===== config.mk =====
export PLATFORM = sky130hd
export DESIGN_NAME = jk_counter_ctrl
export DESIGN_NICKNAME = d
export VERILOG_FILES = /design/src/rtl/jk_counter_ctrl.sv
export SDC_FILE = /design/constraint.sdc
export NUM_CORES = 1
export LEC_CHECK = 0
export BUFFER_PORTS_ARGS = -buffer_cell sky130_fd_sc_hd__buf_2
export CORE_ASPECT_RATIO = 1.25
export CORE_MARGIN = 1
export CORE_UTILIZATION = 46
export DETAILED_ROUTE_END_ITERATION = 6
export GPL_TIMING_DRIVEN = 0
export PLACE_DENSITY = 0.84
export RECOVER_POWER = 100
export REMOVE_ABC_BUFFERS = 1
export SETUP_SLACK_MARGIN = 0.1
export SYNTH_ARGS = -nofsm -noshare
export SYNTH_HDL_FRONTEND = slang
export SYNTH_SLANG_ARGS = --single-unit

===== constraint.sdc =====
create_clock -name clk -period 1.65 [get_ports clk]
set_clock_uncertainty 0.2 [all_clocks]
set_input_delay 0.2475 -clock clk [delete_from_list [all_inputs] [get_ports clk]]
set_output_delay 0.2475 -clock clk [all_outputs]
set_load 0.01 [all_outputs]

===== src/rtl/jk_counter_ctrl.sv =====
// Sequencing controller for a bank of WIDTH JK flip-flops wired as a
// programmable up/down counter with clear/load, pause, abort and done pulse.
module jk_counter_ctrl #(
    parameter int unsigned WIDTH = 4
) (
    input  logic             clk,
    input  logic             clr,
    input  logic             enable,
    input  logic             start,
    input  logic             stop,
    input  logic             up,
    input  logic             load_en,
    input  logic [WIDTH-1:0] load_val,
    input  logic [WIDTH-1:0] term,
    input  logic [WIDTH-1:0] q_fb,
    output logic [WIDTH-1:0] j,
    output logic [WIDTH-1:0] k,
    output logic             ff_enable,
    output logic             ff_clr,
    output logic             busy,
    output logic             done
);

    localparam logic [2:0] S_IDLE  = 3'd0;
    localparam logic [2:0] S_CLEAR = 3'd1;
    localparam logic [2:0] S_LOAD  = 3'd2;
    localparam logic [2:0] S_RUN   = 3'd3;
    localparam logic [2:0] S_DONE  = 3'd4;

    logic [2:0]       r_state;
    logic             r_up;
    logic [WIDTH-1:0] r_load_val;
    logic [WIDTH-1:0] r_term;

    logic [2:0]       w_next;
    logic             w_latch;
    logic [WIDTH-1:0] w_t;

    // State and latched-field register with synchronous active-low reset
    always_ff @(posedge clk) begin
        if (!clr) begin
            r_state    <= S_IDLE;
            r_up       <= 1'b0;
            r_load_val <= '0;
            r_term     <= '0;
        end else begin
            r_state <= w_next;
            if (w_latch) begin
                r_up       <= up;
                r_load_val <= load_val;
                r_term     <= term;
            end
        end
    end

    // Toggle vector: bit i flips when every lower bit is 1 (up) or 0 (down)
    always_comb begin
        logic acc;
        acc    = 1'b1;
        w_t    = '0;
        w_t[0] = 1'b1;
        for (int i = 1; i < int'(WIDTH); i++) begin
            acc    = acc & (r_up ? q_fb[i-1] : ~q_fb[i-1]);
            w_t[i] = acc;
        end
    end

    // Next-state and flop-bank drive decode; reset forces every output low
    always_comb begin
        w_next    = r_state;
        w_latch   = 1'b0;
        j         = '0;
        k         = '0;
        ff_enable = 1'b0;
        ff_clr    = 1'b0;
        busy      = 1'b0;
        done      = 1'b0;

        case (r_state)
            S_IDLE: begin
                if (start && enable) begin
                    w_latch = 1'b1;
                    w_next  = load_en ? S_LOAD : S_CLEAR;
                end
            end
            S_CLEAR: begin
                busy      = 1'b1;
                ff_enable = 1'b1;
                ff_clr    = 1'b1;
                w_next    = S_RUN;
            end
            S_LOAD: begin
                busy      = 1'b1;
                ff_enable = 1'b1;
                j         = r_load_val;
                k         = ~r_load_val;
                w_next    = S_RUN;
            end
            S_RUN: begin
                busy = 1'b1;
                if (stop) begin
                    w_next = S_IDLE;
                end else if (!enable) begin
                    w_next = S_RUN;
                end else if (q_fb == r_term) begin
                    w_next = S_DONE;
                end else begin
                    ff_enable = 1'b1;
                    j         = w_t;
                    k         = w_t;
                end
            end
            S_DONE: begin
                done   = 1'b1;
                w_next = S_IDLE;
            end
            default: begin
                w_next = S_IDLE;
            end
        endcase

        if (!clr) begin
            j         = '0;
            k         = '0;
            ff_enable = 1'b0;
            ff_clr    = 1'b0;
            busy      = 1'b0;
            done      = 1'b0;
        end
    end

endmodule


# Word-level counts from Yosys, hierarchy flattened
# Index checks and enable logic that the tools add are counted.
[classes] bitwise=6 muxes=29 n_reduce_logical=5 n_eq_ne=7
[op_table] cell="2-to-1 mux 4 bit" count=5
[op_table] cell="one-hot mux 4 bit (2 select lines)" count=2
[op_table] cell="2-to-1 mux 1 bit" count=15
[op_table] cell="2-to-1 mux 3 bit" count=4
[op_table] cell="one-hot mux 3 bit (3 select lines)" count=1
[op_table] cell="equality test 3 x 2 -> 1 bit, second input constant" count=2
[op_table] cell="equality test 4 bit" count=1
[op_table] cell="!= test 4 bit, second input constant" count=1
[op_table] cell="NOT 4 bit" count=1
[op_table] cell="equality test 3 x 1 -> 1 bit, second input constant" count=1
[op_table] cell="equality test 3 bit, second input constant" count=1
[op_table] cell="logical NOT 3 bit" count=1
[op_table] cell="NOT 1 bit" count=3
[op_table] cell="OR reduction 3 bit" count=1
[op_table] cell="AND 1 bit" count=2
[op_table] cell="2-to-1 mux 2 bit" count=1
[op_table] cell="!= test 2 bit, second input constant" count=1
[op_table] cell="one-hot mux 1 bit (2 select lines)" count=1
[op_table] cell="AND reduction 2 bit" count=1
[op_table] cell="OR reduction 2 bit" count=1
[op_table] cell="logical AND 1 bit" count=1
[totals] inputBits=19 word_cells=51 regBits=12

# Logic depth before layout (Yosys ltp)
# Gate-level depths: netlist of run 1.
[depth] word_depth=9 depth_mapped=6 mapped_depth_nobuf=4

# Worst setup path before layout of run 1
# Ideal clock, no wire load.
[synth_path] kind="register -> output" from="reg r_state[2]" to="out j[1]" required_ps=1202 path_buffers=1 path_stages_with_launch=6 slack_ps=36 t_arrival_ps=1166 cell_sequence="dfxtp_1 > nor2_1 > nand4_1 > nand2b_1 > buf_2 > o21ai_0"
[synth_between] elab_chain_cells=3
[synth_lines] element="start, declared" line_no="30" source="logic [2:0] r_state;"
[synth_lines] element="start signal, assigned" line_no="47" source="r_state <= w_next;"
[synth_lines] element="equality test 3 x 2 -> 1 bit" line_no="79" source="case (r_state)"
[synth_lines] element="one-hot mux 4 bit (2 select lines) *" line_no="79"
[synth_lines] element="2-to-1 mux 4 bit *" line_no="122" source="if (!clr) begin"
[synth_lines] element="end, declared" line_no="16" source="output logic [WIDTH-1:0] j,"
# Every way passes the cells marked *; elsewhere a longest branch is shown, timed or not.

# Final worst setup path of run 1
[layout_path] from="reg r_state[2]" to="reg r_load_val[2]"
[layout_between] elab_chain_cells=2
[layout_lines] element="logical NOT 3 bit" line_no="79"
[layout_lines] element="2-to-1 mux 1 bit" line_no="79"
[layout_lines] element="end signal, assigned" line_no="50" source="r_load_val <= load_val;"
[layout_lines] element="end, declared" line_no="32" source="logic [WIDTH-1:0] r_load_val;"
# No other way between the ends.
# A chain may end at the register's enable or synchronous reset.

==> flow_metrics.tcl, run 1 <==
set metrics [dict create \
    status "finished with violations" \
    violations "negative setup slack" \
    hold_depth 3 \
    gp_congestion 0.673 \
    grt_max_degree 16 \
    synth_edf_count 0 \
    ir_drop_uv 536 \
    reg2reg_to "r_load_val[2]$_SDFFE_PN0P_" \
    cts_buffers 3 \
    hold_path.startpoint "load_val[1]" \
    ys_seq_area_share_pct 31.8 \
    synth_top_area_share_pct 31.8 \
    io_buffers 30 \
    tns_ns -4.03 \
    yosysTopAreaCell "dfxtp_1" \
    clk_pin_slew_ns 0.08 \
    grt_pass1_vias 843 \
    syn_area_sq_um 754 \
    max_freq_mhz 507 \
    register_area_sq_um 258 \
    htreeDepth 1 \
    drtIter0Drc 26 \
    postRouteAntennaNets 0 \
    drv_cap 0 \
    criticalPathCategory "reg -> reg" \
    reg2reg_depth 7 \
    avgRoutedWirePerCell_microns 16.7 \
    nets 157 \
    regToRegStartpoint "r_state[2]$_SDFFE_PN0P_" \
    final_cell_area_sq_um 1220 \
    die-width_microns 38.2 \
    io_pins 31 \
    avgSynthCellArea_sq_um 8.57 \
    slew_headroom_pct 80.2 \
    wl_mm 2.58 \
    vias_per_cell 5.82 \
    cp_max_fo 4 \
    dp_hpwl_mm 1.16 \
    final-setup-viol-count 19 \
    synth_warnings 0 \
    grt_setup_unrepaired "true" \
    drc 0 \
    synthTopCellsByArea "dfxtp_1 32%, mux2i_1 12%, nor2b_1 9.1%, xnor2_1 7.0%, nand2_1 5.5%" \
    synthDistinctLibCells 31 \
    tightest_slew_ns 0.295 \
    drive_gt1_share_pct 58.8 \
    hold_path.class "in -> reg" \
    start_kind "flip-flop" \
    critPathCaptureType "flip-flop" \
    die_y_microns 47.3 \
    multi_input_area_sq_um 592 \
    reg2reg_slack_ns -0.32 \
    total_leakage_power_nw 0.544 \
    cp_data_arrival_time_ns 1.93 \
    postLayoutSetupSlackWorst_ns -0.321 \
    grt_pass1_wl_mm 3.72 \
    rows 16 \
    synthCells 88 \
    fin_crit_sh_pct 119 \
    core_sq_um 1540 \
    power_density_nw_per_um2 632 \
    dr.pass1.iters 4 \
    hold_viol 0 \
    clock_latency_ns 0.28 \
    grt_usage_pct 30.4 \
    vias 897 \
    maxSlewViolCount 0 \
    tritoncts "yes" \
    cts_sinks 12 \
    clockBufferDepth 2 \
    die-area_sq_um 1810 \
    n_antenna_cell 0 \
    dpl_cell_area_sq_um 888 \
    syn2layout_area_growth_pct 62.0 \
    num-fill-cells 101 \
    cts_root_buf "clkbuf_4" \
    antenna_found_initial 0 \
    ys.flop_type "dfxtp_1" \
    cp.required_ns 1.61 \
    start_util_pct 48.9 \
    overflow 0 \
    ys_seq_elements 12 \
    hold_end "r_load_val[1]$_SDFFE_PN0P_" \
    layout_min_cycle_time_ns 1.97 \
    synthArstFlopShare_pct 0 \
]
[how the worst max path moves through the flow]
stage,slack (ns),cells past startpoint,end,start
after floorplan,-0.03,3,j[1],r_state[1]$_SDFFE_PN0P_
after global placement,-0.18,4,j[2],r_state[1]$_SDFFE_PN0P_
after detailed placement,-0.23,6,j[3],clr
after CTS,-0.19,4,j[3],r_up$_SDFFE_PN0P_
after global routing,-0.38,7,r_load_val[2]$_SDFFE_PN0P_,r_state[2]$_SDFFE_PN0P_
final,-0.32,7,r_load_val[2]$_SDFFE_PN0P_,r_state[2]$_SDFFE_PN0P_
[state kept, by name, indices dropped and copies added (netlist names)]
register / flops
r_state: 3
r_load_val: 4
r_up: 1
r_term: 4
[cell usage after synthesis (2+ instances only)]
library cell,n
nand2_1,11
o21ai_0,2
o22ai_1,3
mux2i_1,9
nor2_1,2
buf_6,2
nand2b_1,3
a21oi_1,4
dfxtp_1,12
nand3_1,2
xnor2_1,6
nand4_1,3
nor2b_1,11
[metrics by stage]
step	cells	hold WS [ns]	worst slack [ns]	power [mW]	utilization [%]
after detailed placement	131	0.317	-0.229	0.490	57.6
final	154	0.0233	-0.321	0.772	79.3
after global routing	154	0.0440	-0.377	0.797	79.3
after CTS	149	0.0385	-0.192	0.722	74.4
after global placement	131	0.304	-0.180	0.483	57.6
after floorplan	83	0.176	-0.0325	0.433	-
[critical path, cell delays in order, from the launching register on]
cell	delay [ns]
dfxtp_4	0.38
buf_4	0.14
buf_6	0.11
buf_6	0.10
nor3_2	0.25
and2b_2	0.29
mux2i_1	0.28
nor2b_1	0.10
[metal layers]
metal	GRT usage, %	routed length, microns	vias up
li1	-	-	409
met1	31.2	961	442
met2	56.6	1440	36
met3	4.27	95	10
met4	19.3	85	0
met5	0	0	-
[layout make-up]
type,instances,area share (%)
Tap cell,18,1.84
Sequential cell,12,21.1
Timing Repair Buffer,48,26.8
Multi-Input combinational cell,73,48.4
Clock buffer,3,1.84
[logic make-up after synthesis]
| logic type | synth area share [%] |
|---|---|
| and+or+nand+nor | 32.0 |
| DFF | 31.8 |
| muxes | 11.9 |
| buffers and inverters | 5.14 |
| xor gates and xnor gates | 8.13 |
| AOI/OAI and AO/OA | 10.9 |
[layout by cell type (no fill, tap or decap), types with 2 or more instances in the layout]
cell type / instances
buf_2: 28
nor2b_1: 10
buf_6: 10
buf_4: 10
nand2_1: 9
mux2i_1: 9
dfxtp_1: 6
xnor2_1: 4
dfxtp_4: 4
nand4_1: 3
clkbuf_4: 3
nand2b_4: 2
o21ai_1: 2
a21oi_2: 2
nand2_2: 2
o22ai_1: 2
nand2b_1: 2
a21oi_1: 2
dfxtp_2: 2
[report_power, final]
part / leakage [nW] / switching [mW] / internal, mW
Combinational: 0.428 / 0.118 / 0.136
Sequential: 0.102 / 0.0227 / 0.306
Clock: 0.0138 / 0.105 / 0.0848
[what timing repair did]
action | CTS | global route
gates cloned | 2 | 0
hold buffers | 0 | 0
endpoints found under the setup margin | 21 | 21
resized for setup | 36 | 12
buffers inserted | 13 | 6
pin swaps | 12 | 8
(Power assumes the default switching activity.)
==> run 2, diff against run 1 <==
--- a/config.mk
+++ b/config.mk
@@ -6,7 +6,6 @@
 export NUM_CORES = 1
 export LEC_CHECK = 0
 export BUFFER_PORTS_ARGS = -buffer_cell sky130_fd_sc_hd__buf_2
-export CORE_ASPECT_RATIO = 1.25
 export CORE_MARGIN = 1
 export CORE_UTILIZATION = 46
 export DETAILED_ROUTE_END_ITERATION = 6
==> run 2 against run 1 <==
The run still ends with negative setup slack left. Final cell count is 2.6% lower. Hold slack worse by 0.00076 ns. Sequential share of layout area hardly changed. Routed wire length is 9.9% lower. Fmax is 2.5% higher. Combinational power is 3% lower. Total power is 5.9% higher. Critical endpoint is now j[0].
==> flow_metrics.tcl, run 2 (synthesis gave the netlist of run 1 again) <==
set metrics [dict create \
    crit_buf_inv 1 \
    hold_viol 0 \
    htreeDepth 1 \
    final-setup-viol-count 11 \
    slew_headroom_pct 84.2 \
    core_sq_um 1520 \
    register_area_sq_um 259 \
    clockBufferDepth 2 \
    instances_no_fill 150 \
    nets 154 \
    postLayoutSetupSlackWorst_ns -0.273 \
    drc 0 \
    dr.pass1.iters 4 \
    antenna_found_initial 0 \
    top_regs "r_load_val x4, r_term x4, r_state x3" \
    tritoncts "yes" \
    ir_drop_uv 522 \
    io_buffers 30 \
    power_density_nw_per_um2 666 \
    die-width_microns 42.5 \
    start_kind "flip-flop" \
    swShare_pct 29.6 \
    status "finished with violations" \
    grt_pass1_wl_mm 3.28 \
    drtIter0Drc 13 \
    clockPowerShare_pct 29.5 \
    n_antenna_cell 0 \
    layout_min_cycle_time_ns 1.92 \
    cp_max_fo 5 \
    drive_gt1_share_pct 60.4 \
    slowest_stage "dfxtp_4" \
    maxSlewViolCount 0 \
    cp_data_arrival_time_ns 1.48 \
    intPower_mw 0.576 \
    cts_sinks 12 \
    grt_usage_pct 25.0 \
    gp_congestion 0.709 \
    power_mw 0.818 \
    vias_per_cell 5.64 \
    grt_pass1_vias 774 \
    p_sw_mw 0.242 \
    grt_max_degree 16 \
    wl_mm 2.32 \
    drv_cap 0 \
    vias 846 \
    tightest_slew_ns 0.237 \
    die_y_microns 42.5 \
    max_freq_mhz 520 \
    syn2layout_area_growth_pct 62.9 \
    slowest_delay_ns 0.38 \
    path_delay_family "simple AND/OR/NAND/NOR gates" \
    hold_path.class "in -> reg" \
    violations "negative setup slack" \
    start_util_pct 49.5 \
    total_leakage_power_nw 0.544 \
    cp.required_ns 1.20 \
    dpl_cell_area_sq_um 886 \
    pwr-share-comb_pct 30.0 \
    post-place-ws_ns -0.219 \
    p_seq_share_pct 40.4 \
    grt_setup_unrepaired "true" \
    avgRoutedWirePerCell_microns 15.5 \
    io_pins 31 \
    overflow 0 \
    clock_latency_ns 0.28 \
    cts_root_buf "clkbuf_4" \
    die-area_sq_um 1810 \
    dpl.cell_count 129 \
    dp_hpwl_mm 1.14 \
    critPathCaptureType "primary output" \
    criticalPathCategory "reg -> out" \
    crit_path_cell_trace "nor2_2 -> nand4_1 -> nand2b_4 -> a21oi_2 -> buf_2" \
    final_common_cell "buf_2" \
    fin_crit_sh_pct 117 \
    num-fill-cells 95 \
    multi_input_area_sq_um 617 \
    clk_pin_slew_ns 0.08 \
    cts_buffers 3 \
    postRouteAntennaNets 0 \
    fin_util_pct 80.6 \
    rows 14 \
    mostFrequentLayoutCells "27 x buf_2, 11 x nand2_1, 11 x buf_4" \
    final_cell_area_sq_um 1230 \
]
## run 2: cell count changes in the layout (fill, tap and decap cells not counted), sizes merged
cell	before	now
buf	48	45
clkbuf	3	4
## run 2: metrics by stage
stage          TNS, ns  hold slack (ns)
5_1_grt          -2.76           0.0155
2_1_floorplan  -0.0650            0.176
6_report         -2.14           0.0226
4_1_cts          -1.60           0.0166
3_5_place_dp     -2.07            0.316
3_3_place_gp     -1.42            0.305
## run 2: final timing paths
kind / start / end / slack, ns / cells past startpoint
setup / recovery: r_state[2]$_SDFFE_PN0P_ / j[0] / -0.27 / 5
hold / removal: term[3] / r_term[3]$_SDFFE_PN0P_ / 0.02 / 3
setup reg to reg: r_state[1]$_SDFFE_PN0P_ / r_term[0]$_SDFFE_PN0P_ / 0.09 / 5
hold reg to reg: r_term[3]$_SDFFE_PN0P_ / r_term[3]$_SDFFE_PN0P_ / 0.33 / 2
## run 2: routing by layer
metal / track usage (%) / vias to the layer above / part of all wire, %
met5: 0 / - / 0
met1: 24.3 / 401 / 39
met4: 12.5 / 0 / 2.4
li1: - / 401 / -
met3: 8.19 / 8 / 5.4
met2: 46.2 / 36 / 53
## run 2: layout make-up
type | count | area share, %
tap | 16 | 1.63
multi-input combinational | 73 | 50.2
sequential | 12 | 21.1
timing repair buffer | 45 | 24.1
clock buffer | 4 | 2.95
## run 2: repair_timing
item,in CTS,in global routing
pin swaps,15,7
gates cloned,2,0
gates resized for setup,30,17
setup buffers,11,5
setup endpoints to repair,21,12
hold buffers,0,0
## run 2: worst register-to-register path: cells and delay by family (launching register included)
family / cells / cell delay [ns]
buffers and inverters: 1 / 0.14
muxes: 1 / 0.20
and+or+nand+nor: 3 / 0.54
DFF: 1 / 0.37
## run 2: power by group through the flow
stage	Sequential, mW	Combinational [mW]	Clock, mW
floorplan	0.332	0.101	0
global placement	0.336	0.147	0
detailed placement	0.338	0.152	0
CTS	0.328	0.198	0.248
global route	0.332	0.267	0.263
finish	0.331	0.246	0.241
==> run 3, diff against run 2 <==
--- a/config.mk
+++ b/config.mk
@@ -5,11 +5,13 @@
 export SDC_FILE = /design/constraint.sdc
 export NUM_CORES = 1
 export LEC_CHECK = 0
+export ABC_CLOCK_PERIOD_IN_PS = 1650
 export BUFFER_PORTS_ARGS = -buffer_cell sky130_fd_sc_hd__buf_2
 export CORE_MARGIN = 1
 export CORE_UTILIZATION = 46
 export DETAILED_ROUTE_END_ITERATION = 6
 export GPL_TIMING_DRIVEN = 0
+export HOLD_SLACK_MARGIN = 0.12
 export PLACE_DENSITY = 0.84
 export RECOVER_POWER = 100
 export REMOVE_ABC_BUFFERS = 1
==> run 3 against run 2 <==
The run still ends with negative setup slack left. Sequential share of layout area decreased by 1.9 points. Utilization increased by 8.2 points. Count of clock-buffer cells in the layout unchanged. Routed wire length increased by 16%. Final cell count increased by 8.7%. Hold slack improved by 0.12 ns. Largest power group unchanged. Sequential cell count unchanged. Clock power increased by 3%. Total power increased by 3.9%.
==> flow_metrics.tcl, run 3 (synthesis gave the netlist of run 1 again) <==
set metrics [dict create \
    grt_setup_unrepaired "true" \
    num-fill-cells 78 \
    die-area_sq_um 1810 \
    cts_sinks 12 \
    layout_min_cycle_time_ns 1.93 \
    fin_crit_sh_pct 117 \
    criticalPathCategory "reg -> out" \
    register_area_sq_um 260 \
    grt_max_degree 16 \
    cp.required_ns 1.20 \
    avgRoutedWirePerCell_microns 16.5 \
    postRouteAntennaNets 0 \
    status "finished with violations" \
    critPathCaptureType "primary output" \
    wl_mm 2.69 \
    slowest_stage "dfxtp_4" \
    start_kind "flip-flop" \
    grt_pass1_vias 792 \
    final-setup-viol-count 12 \
    ir_drop_uv 609 \
    hold_path.class "in -> reg" \
    slew_headroom_pct 82.8 \
    final_cell_area_sq_um 1350 \
    final_common_cell "buf_2" \
    maxSlewViolCount 0 \
    cp_data_arrival_time_ns 1.49 \
    core_sq_um 1520 \
    dr.pass1.iters 4 \
    reg2reg_slack_ns 0.09 \
    grt_usage_pct 25.0 \
    grt_pass1_wl_mm 3.26 \
    drv_cap 0 \
    drc 0 \
    nets 167 \
    overflow 0 \
    cp_max_fo 5 \
    violations "negative setup slack" \
    dpl.cell_count 129 \
    n_antenna_cell 0 \
    slowest_delay_ns 0.39 \
    rows 14 \
    mostFrequentLayoutCells "28 x buf_2, 11 x dlygate4sd3_1, 11 x buf_4" \
    crit_path_cell_trace "nor2_2 -> nand4_1 -> nand2b_4 -> a21oi_2 -> buf_2" \
    drive_gt1_share_pct 58.5 \
    power_density_nw_per_um2 628 \
    total_leakage_power_nw 0.598 \
    die_y_microns 42.5 \
    tightest_slew_ns 0.257 \
    top_regs "r_load_val x4, r_term x4, r_state x3" \
    dpl_cell_area_sq_um 886 \
    gp_congestion 0.709 \
    crit_buf_inv 1 \
    clk_pin_slew_ns 0.08 \
    htreeDepth 1 \
    syn2layout_area_growth_pct 79.4 \
    hold_viol 0 \
    tritoncts "yes" \
    power_mw 0.850 \
    multi_input_area_sq_um 614 \
    cts_buffers 3 \
    postLayoutSetupSlackWorst_ns -0.284 \
    antenna_found_initial 0 \
    drtIter0Drc 16 \
    vias_per_cell 5.81 \
    cts_root_buf "clkbuf_4" \
    io_pins 31 \
    max_freq_mhz 517 \
    start_util_pct 49.5 \
    io_buffers 30 \
    dp_hpwl_mm 1.14 \
    path_delay_family "simple AND/OR/NAND/NOR gates" \
    clockBufferDepth 2 \
    vias 947 \
    die-width_microns 42.5 \
    clock_latency_ns 0.29 \
    instances_no_fill 163 \
]
## run 3: cell types whose count changed in the layout (fill, tap and decap cells not counted), sizes merged
cell,delta
dlygate4sd3,+11
buf,+2
## run 3: layer usage
layer  wire, microns  GRT usage [%]
met1             996           24.1
met2            1400           48.3
met3             187           7.76
met4             109           9.38
met5               0              0
## run 3: worst register-to-register path, stage by stage, from the launching register on
cell,delay (ns)
dfxtp_4,0.39
buf_6,0.13
nor3_4,0.19
and2b_2,0.25
mux2i_1,0.23
nor2b_1,0.07
## run 3: final timing paths
path | from | end | cells past startpoint
setup / recovery | r_state[2]$_SDFFE_PN0P_ | k[0] | 5
hold / removal | clr | r_term[3]$_SDFFE_PN0P_ | 2
setup reg to reg | r_state[2]$_SDFFE_PN0P_ | r_load_val[1]$_SDFFE_PN0P_ | 5
hold reg to reg | r_term[3]$_SDFFE_PN0P_ | r_term[3]$_SDFFE_PN0P_ | 2
## run 3: layout make-up
| class | count | area share, % |
|---|---|---|
| tap | 16 | 1.48 |
| clock buffer | 4 | 2.68 |
| sequential | 12 | 19.2 |
| multi-input combinational | 73 | 45.4 |
| timing repair buffer | 58 | 31.2 |
## run 3: report_power, final
group          switching (mW)  internal [mW]  leakage [nW]
clock                   0.114          0.135        0.0210
sequential             0.0240          0.307         0.103
combinational           0.121          0.150         0.474
## run 3: metrics by stage
step	worst slack (ns)	hold WS (ns)	util (%)	setup TNS [ns]
after floorplan	-0.0325	0.176	-	-0.0650
after global placement	-0.170	0.305	58.1	-1.42
after detailed placement	-0.219	0.316	58.1	-2.07
after CTS	-0.207	0.124	80.9	-1.60
after global routing	-0.331	0.130	88.8	-2.80
final	-0.284	0.138	88.8	-2.32
## run 3: timing repair
item,CTS,global route
hold buffers,11,0
cloned,2,0
gates resized for setup,30,21
setup endpoints to repair,21,13
pin swaps,15,11
buffers inserted,11,7
hold endpoints to repair,11,0
